### config.mk
export PLATFORM = sky130hd
export DESIGN_NAME = int_controller
export DESIGN_NICKNAME = d
export VERILOG_FILES = /design/src/rtl/int_controller.sv
export SDC_FILE = /design/constraint.sdc
export NUM_CORES = 1
export LEC_CHECK = 0
export CAP_MARGIN = 30
export CORE_ASPECT_RATIO = 1.2
export CORE_MARGIN = 2
export CORE_UTILIZATION = 50
export DETAILED_ROUTE_END_ITERATION = 10
export PLACE_DENSITY = 0.69
export SLEW_MARGIN = 25
export SYNTH_ARGS = -nofsm -noshare
export SYNTH_HDL_FRONTEND = slang
export SYNTH_SLANG_ARGS = --single-unit
### constraint.sdc
create_clock -name clk -period 38.5 [get_ports clk]
set_input_delay 7.7 -clock clk [delete_from_list [all_inputs] [get_ports clk]]
set_output_delay 7.7 -clock clk [all_outputs]
set_load 0.1 [all_outputs]
### src/rtl/int_controller.sv
// int_controller: prioritised, nesting interrupt controller with per-line edge/level
// capture, mask register, software clear and an in-service stack.
module int_controller #(
    parameter int NUM_IRQ = 8,
    parameter int ID_W = 5,
    parameter int NEST_DEPTH = 4,
    parameter logic [NUM_IRQ-1:0] EDGE_MODE = '0,
    localparam int DW = $clog2(NEST_DEPTH + 1)
) (
    input  logic               clk,
    input  logic               rst,
    input  logic [NUM_IRQ-1:0] irq_in,
    input  logic               mask_we,
    input  logic [NUM_IRQ-1:0] mask_wdata,
    input  logic               sw_clr,
    input  logic [ID_W-1:0]    sw_clr_id,
    input  logic               ack_start,
    input  logic [ID_W-1:0]    ack_start_id,
    input  logic               ack_end,
    input  logic [ID_W-1:0]    ack_end_id,
    output logic               int_flag,
    output logic [ID_W-1:0]    current_int_id,
    output logic [DW-1:0]      depth,
    output logic               proto_err
);
    localparam logic [NUM_IRQ-1:0] ONE = 1;
    localparam logic [DW-1:0] FULL = DW'(NEST_DEPTH);
    logic [NUM_IRQ-1:0] pending, in_service, mask, irq_prev;
    logic [NUM_IRQ-1:0] pending_nx, in_service_nx, set, cand;
    logic [NEST_DEPTH*ID_W-1:0] stack, stack_nx;
    logic [ID_W-1:0] top, top_pop, top_nx, win;
    logic [DW-1:0] d_pop, depth_nx;
    logic end_ok, start_ok, found, elig;
    // Priority and eligibility look at the post-acknowledge stack so that an
    // accepted start withdraws its request on the very edge it is taken.
    always_comb begin
        top = stack[(depth - DW'(1))*ID_W +: ID_W];
        end_ok = ack_end && depth != '0 && ack_end_id == top;
        d_pop = depth - (end_ok ? DW'(1) : DW'(0));
        top_pop = d_pop == '0 ? '0 : stack[(d_pop - DW'(1))*ID_W +: ID_W];
        start_ok = ack_start && int_flag && ack_start_id == current_int_id && d_pop < FULL
                   && (d_pop == '0 || ack_start_id < top_pop);
        depth_nx = d_pop + (start_ok ? DW'(1) : DW'(0));
        stack_nx = stack;
        if (start_ok)
            stack_nx[d_pop*ID_W +: ID_W] = ack_start_id;
        top_nx = stack_nx[(depth_nx - DW'(1))*ID_W +: ID_W];
        in_service_nx = (in_service & ~(end_ok ? ONE << ack_end_id : '0))
                        | (start_ok ? ONE << ack_start_id : '0);
        set = (EDGE_MODE & irq_in & ~irq_prev) | (~EDGE_MODE & irq_in & ~in_service);
        pending_nx = ((pending & ~(sw_clr ? ONE << sw_clr_id : '0)) | set)
                     & ~(start_ok ? ONE << ack_start_id : '0);
        cand = pending & mask & ~in_service_nx;
        win = '0;
        found = 1'b0;
        for (int i = NUM_IRQ - 1; i >= 0; i--)
            if (cand[i]) begin
                win = ID_W'(i);
                found = 1'b1;
            end
        elig = found && depth_nx < FULL && (depth_nx == '0 || win < top_nx);
    end
    always_ff @(posedge clk) begin
        if (rst) begin
            pending <= '0;
            in_service <= '0;
            mask <= '1;
            irq_prev <= '0;
            stack <= '0;
            depth <= '0;
            int_flag <= 1'b0;
            current_int_id <= '0;
            proto_err <= 1'b0;
        end else begin
            pending <= pending_nx;
            in_service <= in_service_nx;
            if (mask_we)
                mask <= mask_wdata;
            irq_prev <= irq_in;
            stack <= stack_nx;
            depth <= depth_nx;
            int_flag <= elig;
            if (elig)
                current_int_id <= win;
            proto_err <= (ack_start && !start_ok) || (ack_end && !end_ok);
        end
    end
endmodule
==> results of run 1 <==
-- cell usage after synthesis (8+ instances only) --
cell	n	area share
nand2_1	97	0.055
nor2_1	62	0.035
dfxtp_1	52	0.16
a21oi_1	48	0.037
clkbuf_1	48	0.027
mux2i_1	42	0.064
o21ai_0	38	0.029
nand3_1	34	0.026
ha_1	31	0.059
inv_1	29	0.017
mux4_2	24	0.082
nor3_1	23	0.018
and3_1	19	0.018
a211oi_1	15	0.017
buf_2	13	0.0099
nand2b_1	11	0.010
nand4_1	11	0.010
a22oi_1	10	0.011
a31oi_1	10	0.0095
nor2b_1	10	0.0095
and2_1	9	0.0086
mux2_2	9	0.015
o22ai_1	9	0.0086
nor4_1	8	0.0076
-- where the power goes --
| part | leakage, nW | internal (W) | switching, W |
|---|---|---|---|
| logic | 2.05 | 0.0000134 | 0.0000245 |
| registers | 0.425 | 0.0000554 | 0.00000176 |
| clock network | 0.0767 | 0.0000251 | 0.0000216 |
-- through the flow --
step / hold WS (ns) / total power, W / instances / setup slack, ns
global route: 0.5193 / 0.0001474 / 992 / 13.85
finish: 0.4974 / 0.0001418 / 992 / 14.90
CTS: 0.4971 / 0.0001415 / 992 / 15.21
global placement: 0.4707 / 0.00009504 / 984 / 15.42
detailed placement: 0.4854 / 0.00009540 / 984 / 14.91
floorplan: 0.4332 / 0.00008361 / 843 / 18.55
-- layout make-up --
| cell class | count | area (um2) | share of cell area |
|---|---|---|---|
| multi-input cells | 686 | 5074 | 0.7169 |
| flip-flops and latches | 52 | 1041 | 0.1471 |
| repair buffers | 48 | 470.5 | 0.06648 |
| well taps | 164 | 205.2 | 0.02900 |
| inverters | 34 | 132.6 | 0.01874 |
| clock buffers | 5 | 125.1 | 0.01768 |
| clock inverters | 3 | 28.78 | 0.004066 |
-- logic make-up after synthesis --
logic type                 Yosys count  share of synthesized area
AOI/OAI and AO/OA                  228                     0.2566
xor gates and xnor gates            13                    0.02078
adders and majority gates           34                    0.06824
buffers and inverters              105                    0.06900
DFF                                 52                     0.1586
muxes                               76                     0.1636
other                                1                  0.0005713
and+or+nand+nor                    333                     0.2627
-- per-layer routing --
metal	share of wire	up-vias
met1	0.39	3330
li1	-	3139
met4	0.059	0
met5	0	-
met2	0.46	438
met3	0.088	91
-- registers in the layout, summed over array words and instances (netlist names) --
signal	count
mask	8
stack	20
depth	3
pending	8
int_flag	1
proto_err	1
in_service	8
current_int_id	3
-- final timing paths --
kind | from | end | slack [ns] | cells past startpoint
min | pending[2] | pending[2] | 0.50 | 2
max | ack_end_id[2] | current_int_id[1] | 14.90 | 54
max reg2reg | depth[0] | current_int_id[1] | 19.07 | 61
min reg2reg | pending[2] | pending[2] | 0.50 | 2
-- critical path, delay by kind of cell --
family                   cells  cell delay [ns]
AO/OA/AOI/OAI               22             5.24
adder cells (fa/ha/maj)     10             4.33
buffers and inverters        7             2.36
multiplexers                 2             0.54
AND/OR/NAND/NOR             13             3.63
==> out/metrics.cfg, run 1 <==
[hold_path]
hold_path_class = flip-flop to flip-flop

[timing]
hold_viol = 0
maxSlewViolCount = 0
slew_headroom = 0.3132
finalClockSkew_ns = 0.01108
tightest_slew_ns = 1.030
fmax_ghz = 0.04238
rsz0062_at_grt = false
finalCritPeriodShare = 0.6130
setup_viol = 0
finalSetupTns_ns = 0
final.min_clock_period_ns = 23.60

[layout]
layout_commonest_cell = nand2_1
fillerInstances = 1220
final_cell_area_um2 = 7077
final_cell_mix = 97 x nand2_1, 62 x nor2_1, 52 x dfxtp_1
nets = 898
syn_to_final_growth_pct = 7.816
final_layout_size_suffix_gt1_frac = 0.1063
fin_util = 0.5561
antennaDiodeCount = 0

[clock_network]
clk_pin_slew_ns = 0.08
ctsLongestPathBuffers = 2
cts_root_buffer = clkbuf_16
holdBufCountCts = 0
htree_levels = 2
clock_latency_ns = 0.30
clock_sinks = 52
cts_buffers = 5
cts_resized = 0
cts_setup_buffers = 0
cts_tree = built

[yosys]
yosys_warnings = 0
async_flop_share = 0
syn_area_per_cell_um2 = 7.795
synth-main-ff-cell = dfxtp_1
syn_inst = 842
ys_seq_area_frac = 0.1586
synth_area_um2 = 6564
synth_edf_count = 0
synth-seq-cells = 52
yosys.cell_types.count = 101

[detailed_routing]
avgRoutedWirePerCell_um = 23.43
firstDrtPassIters = 6
drt_iter0_markers = 750
num_vias = 6998
drc = 0
wirelength_um = 23250
drtAntennaViolNets = 0
via_per_inst = 7.054

[global_route]
top_usage_layer = met2
use_met3 = 0.04879
grt-ovfl-total = 0
grt_max_degree = 37
grt_pass1_vias = 6525
use_met1 = 0.4228
track_usage = 0.3260
antenna_found_initial = 0
grt_first_pass_wirelength_um = 35620
grt.met2_usage = 0.5268

[pwr]
powerDensity_nw_per_um2 = 20.03
ir_worst_vdd_mv = 0.02471
leakagePower_nw = 2.548

[die]
core-area_um2 = 12720
start_util = 0.5158
die_area_um2 = 14060
io_pins = 47
rows = 45
die_w_um = 108.6
die_h_um = 129.5

[critical_path]
cp.arrival_ns = 23.83
critical_path_class = input port to flip-flop
crit_path_frequent_cell = ha_1
end_kind = flip-flop
path_max_fanout = 36
crit_required_ns = 38.73
crit_path_start_kind = input port
cpPeakStageDelay_ns = 0.96
cpMaxStageDelayCell = ha_1

[run_status]
outcome = completed

[placed_design]
dpl.hpwl_um = 17310
port_buffers = 44
placed_area_um2 = 6923
place_congestion = 1.029

[flow_run]
cap_viol_max_count = 0

Note: power is estimated with default switching activity, not from simulation.
==> inputs of run 2 (changes only) <==
- PLACE_DENSITY: 0.69 -> 0.71
- clock period: 38.5 -> 21.6 ns (I/O delays scaled with it)
==> run 2 against run 1 <==
Against the previous run: final area grew 0.11%; first-iteration DRC count up 19%; register-to-register slack got worse by 17 ns; die area is the same; clock skew increased by 0.00078 ns; final cell count rose by 0.10%; critical path depth stayed put; utilization rose by 0.059 points; critical path type unchanged; total power up 79%.
==> out/metrics.cfg, run 2 (same netlist as run 1, synthesis figures left out) <==
[run_status]
outcome = completed

[timing]
holdWs_ns = 0.4964
final.min_clock_period_ns = 19.89
tightest_slew_ns = 1.036
rsz0062_at_grt = false
hold_viol = 0
setup_viol = 0
finalClockSkew_ns = 0.01186
fmax_ghz = 0.05027
finalSetupTns_ns = 0
maxSlewViolCount = 0
slew_headroom = 0.3096
finalCritPeriodShare = 0.9209

[die]
die_h_um = 129.5
core-area_um2 = 12720
die_area_um2 = 14060
die_w_um = 108.6
start_util = 0.5158
io_pins = 47
rows = 45

[hold_path]
min_path_cells = 2
hold_path_class = flip-flop to flip-flop
hold_start = mask[4]

[critical_path]
crit_path_frequent_cell = ha_1
r2r_cells = 62
end_kind = flip-flop
reg2reg_slack_ns = 2.47
startpoint = ack_end_id[2]
cpPeakStageDelay_ns = 0.94
cpMaxStageDelayCell = ha_1
cp.arrival_ns = 20.12
path_max_fanout = 36
crit_required_ns = 21.83
critical_path_class = input port to flip-flop
r2r_start = depth[0]
crit_path_start_kind = input port

[placed_design]
dpl.hpwl_um = 17410
place_congestion = 0.9842
port_buffers = 44

[pwr]
leakagePower_nw = 2.553
ir_worst_vdd_mv = 0.05052
powerDensity_nw_per_um2 = 35.77

[detailed_routing]
num_vias = 6887
via_per_inst = 6.936
avgRoutedWirePerCell_um = 23.63
drtAntennaViolNets = 0
wirelength_um = 23470
firstDrtPassIters = 6
drt_iter0_markers = 893
drc = 0

[clock_network]
htree_levels = 2
holdBufCountCts = 0
cts_resized = 0
cts_setup_buffers = 0
ctsLongestPathBuffers = 2
clk_pin_slew_ns = 0.08
cts_root_buffer = clkbuf_16
clock_sinks = 52
clock_latency_ns = 0.30
cts_buffers = 5
cts_tree = built

[layout]
multiInputGateArea_um2 = 5074
final_cell_mix = 97 x nand2_1, 62 x nor2_1, 52 x dfxtp_1
fillerInstances = 1209
top_register = stack
largest_reg_flops = 20
seqCellArea_um2 = 1041
final_layout_size_suffix_gt1_frac = 0.1074
layout_commonest_cell = nand2_1
nets = 899
antennaDiodeCount = 0
syn_to_final_growth_pct = 7.930

[flow_run]
cap_viol_max_count = 0

[global_route]
track_usage = 0.3316
grt_pass1_vias = 6437
grt_first_pass_wirelength_um = 36450
grt_max_degree = 37
antenna_found_initial = 0
grt-ovfl-total = 0

-- run 2: cell types whose count changed in the layout (fill, tap and decap cells not counted), sizes merged --
cell,before,now
buf,4,5
-- run 2: power by group --
part / switching [W] / internal [W]
clock: 0.0000390 / 0.0000447
sequential: 0.00000303 / 0.0000988
combinational: 0.0000439 / 0.0000240
-- run 2: layout make-up --
class | instances | area share
Clock buffer | 5 | 0.01766
Clock inverter | 3 | 0.004062
Inverter | 34 | 0.01872
Multi-Input combinational cell | 686 | 0.7162
Sequential cell | 52 | 0.1469
Tap cell | 164 | 0.02897
Timing Repair Buffer | 49 | 0.06747
-- run 2: final timing paths --
check,end
hold / removal,mask[4]
hold reg to reg,mask[4]
setup / recovery,current_int_id[1]
setup reg to reg,current_int_id[1]
-- run 2: critical path, delay by kind of cell --
kind                       cells  cell delay, ns
and+or+nand+nor               13            3.67
buffers and inverters          7            2.41
adders and majority gates     10            4.35
AOI/OAI and AO/OA             21            4.56
muxes                          3            0.75
-- run 2: metal layers --
metal / up-vias / track usage / routed length, um
met3: 72 / 0.03571 / 1813
met1: 3304 / 0.4545 / 9677
met4: 0 / 0.09578 / 890
met5: - / 0 / 0
li1: 3159 / - / -
met2: 352 / 0.5515 / 11090
-- run 2: metrics by stage --
step	std cells	utilization	worst slack [ns]	instance area (um2)	total power, W
after CTS	993	0.5567	2.011	7084	0.0002529
after floorplan	843	-	5.030	6568	0.0001490
final	993	0.5567	1.709	7084	0.0002534
after global routing	993	0.5567	0.5684	7084	0.0002638
after detailed placement	985	0.5446	1.773	6930	0.0001706
after global placement	985	0.5446	2.054	6930	0.0001696
==> inputs of run 3 (changes only) <==
- PLACE_DENSITY: 0.71 -> 0.69
- RECOVER_POWER: not set -> 25
- clock period: 21.6 -> 25.8 ns (I/O delays scaled with it)
==> run 3 against run 2 <==
Against the previous run: register-to-register slack improved by 3.8 ns; non-clock buffer count is 1 lower; die area unchanged; combinational power decreased by 17%; critical endpoint unchanged; largest cell class unchanged.
==> out/metrics.cfg, run 3 (same netlist as run 1, synthesis figures left out) <==
[run_status]
outcome = completed

[clock_network]
cts_buffers = 5
cts_tree = built
clock_latency_ns = 0.30
clk_pin_slew_ns = 0.07
cts_setup_buffers = 0
htree_levels = 2
clock_sinks = 52
ctsLongestPathBuffers = 2
cts_resized = 0
cts_root_buffer = clkbuf_16
holdBufCountCts = 0

[detailed_routing]
avgRoutedWirePerCell_um = 23.30
via_per_inst = 7.015
num_vias = 6959
wirelength_um = 23110
wl_met3_um = 1916
firstDrtPassIters = 5
wl_met1_um = 9218
dr_wl_met2_um = 10610
drtAntennaViolNets = 0
drt_iter0_markers = 860
routed.top_layer = met4
drc = 0

[critical_path]
r2r_cells = 62
critical_path_class = input port to flip-flop
crit_required_ns = 26.03
cp.arrival_ns = 21.38
reg2reg_slack_ns = 6.31
end_kind = flip-flop
crit_path_start_kind = input port
cpMaxStageDelayCell = ha_1
r2r_start = depth[0]
path_max_fanout = 36
rr_endpoint = current_int_id[1]
crit_path_frequent_cell = ha_1
cpPeakStageDelay_ns = 0.94

[timing]
finalClockSkew_ns = 0.006905
holdWs_ns = 0.4936
rsz0062_at_grt = false
tightest_slew_ns = 0.9797
final.min_clock_period_ns = 21.15
hold_viol = 0
fin_ws_ns = 4.651
slew_headroom = 0.3447
finalCritPeriodShare = 0.8197
maxSlewViolCount = 0
fmax_ghz = 0.04728
setup_viol = 0
finalSetupTns_ns = 0

[die]
die_h_um = 129.5
rows = 45
start_util = 0.5158
core-area_um2 = 12720
die_area_um2 = 14060
die_w_um = 108.6
io_pins = 47

[placed_design]
port_buffers = 44
place_congestion = 1.028
dpl.hpwl_um = 17310
pre_cts_ws_ns = 4.719

[pwr]
combPwrFrac = 0.268
powerDensity_nw_per_um2 = 29.75
power_w = 0.0002105
switchingPower_w = 0.00007125
p_int_w = 0.0001393
seq_power_share = 0.405
clkPwrFrac = 0.328
switching_share = 0.3385
leakagePower_nw = 2.560
ir_worst_vdd_mv = 0.03362

[global_route]
grt_max_degree = 37
grt_first_pass_wirelength_um = 35510
track_usage = 0.3251
grt_pass1_vias = 6606
grt-ovfl-total = 0
antenna_found_initial = 0

[layout]
syn_to_final_growth_pct = 7.796
fin_util = 0.5560
largest_reg_flops = 20
antennaDiodeCount = 0
layout_commonest_cell = nand2_1
final_layout_size_suffix_gt1_frac = 0.1063
nets = 898
fillerInstances = 1221
top_register = stack
final_cell_mix = 97 x nand2_1, 62 x nor2_1, 52 x dfxtp_1

[hold_path]
hold_end = pending[0]
min_path_cells = 2
hold_path_class = flip-flop to flip-flop
hold_start = pending[0]

[flow_run]
cap_viol_max_count = 0

==> run 3: changes by cell type in the layout (fill, tap and decap cells not counted), sizes merged <==
| cell | before | now |
|---|---|---|
| clkdlybuf4s50 | 44 | 36 |
| buf | 5 | 4 |
| dlygate4sd3 | 0 | 8 |
| inv | 34 | 32 |
| clkinv | 3 | 4 |
| clkinvlp | 0 | 1 |
==> run 3: worst max path at each step <==
| stage | startpoint | to | slack [ns] | cells past startpoint |
|---|---|---|---|---|
| 2_1_floorplan | ack_end_id[2] | current_int_id[1] | 8.39 | 60 |
| 3_3_place_gp | ack_end_id[2] | current_int_id[1] | 5.26 | 54 |
| 3_5_place_dp | ack_end_id[2] | current_int_id[1] | 4.72 | 54 |
| 4_1_cts | ack_end_id[2] | current_int_id[1] | 5.02 | 54 |
| 5_1_grt | ack_end_id[2] | current_int_id[1] | 3.77 | 54 |
| 6_report | ack_end_id[2] | current_int_id[1] | 4.65 | 54 |
==> run 3: cell type report <==
type / count / area [um2] / share of cell area
clock buffers: 5 / 125.1 / 0.01768
clock inverters: 3 / 27.53 / 0.003890
inverters: 34 / 132.6 / 0.01874
multi-input cells: 686 / 5074 / 0.7171
flip-flops and latches: 52 / 1041 / 0.1471
well taps: 164 / 205.2 / 0.02900
repair buffers: 48 / 470.5 / 0.06649
==> run 3: worst max-delay path, delay by kind of cell <==
| family | cells | cell delay (ns) |
|---|---|---|
| AO/OA/AOI/OAI | 20 | 4.68 |
| adder cells (fa/ha/maj) | 11 | 4.67 |
| AND/OR/NAND/NOR | 12 | 3.33 |
| buffers and inverters | 8 | 2.51 |
| multiplexers | 2 | 0.52 |
| XOR/XNOR | 1 | 0.44 |
==> run 3: through the flow <==
stage          instances  instance area (um2)
2_1_floorplan        843                 6568
3_3_place_gp         984                 6923
3_5_place_dp         984                 6923
4_1_cts              992                 7076
5_1_grt              992                 7076
6_report             992                 7076
==> run 3: power by group through the flow <==
stage,logic (W),clock network (W),registers [W]
2_1_floorplan,0.0000334,0,0.0000914
6_report,0.0000563,0.0000690,0.0000852
4_1_cts,0.0000558,0.0000694,0.0000851
3_5_place_dp,0.0000554,0,0.0000870
5_1_grt,0.0000601,0.0000727,0.0000855
3_3_place_gp,0.0000548,0,0.0000870
==> run 3: per-layer routing <==
| metal | vias to the layer above | global-route usage |
|---|---|---|
| li1 | 3143 | - |
| met1 | 3324 | 0.4206 |
| met2 | 394 | 0.5213 |
| met3 | 98 | 0.04829 |
| met4 | 0 | 0.1742 |
| met5 | - | 0 |
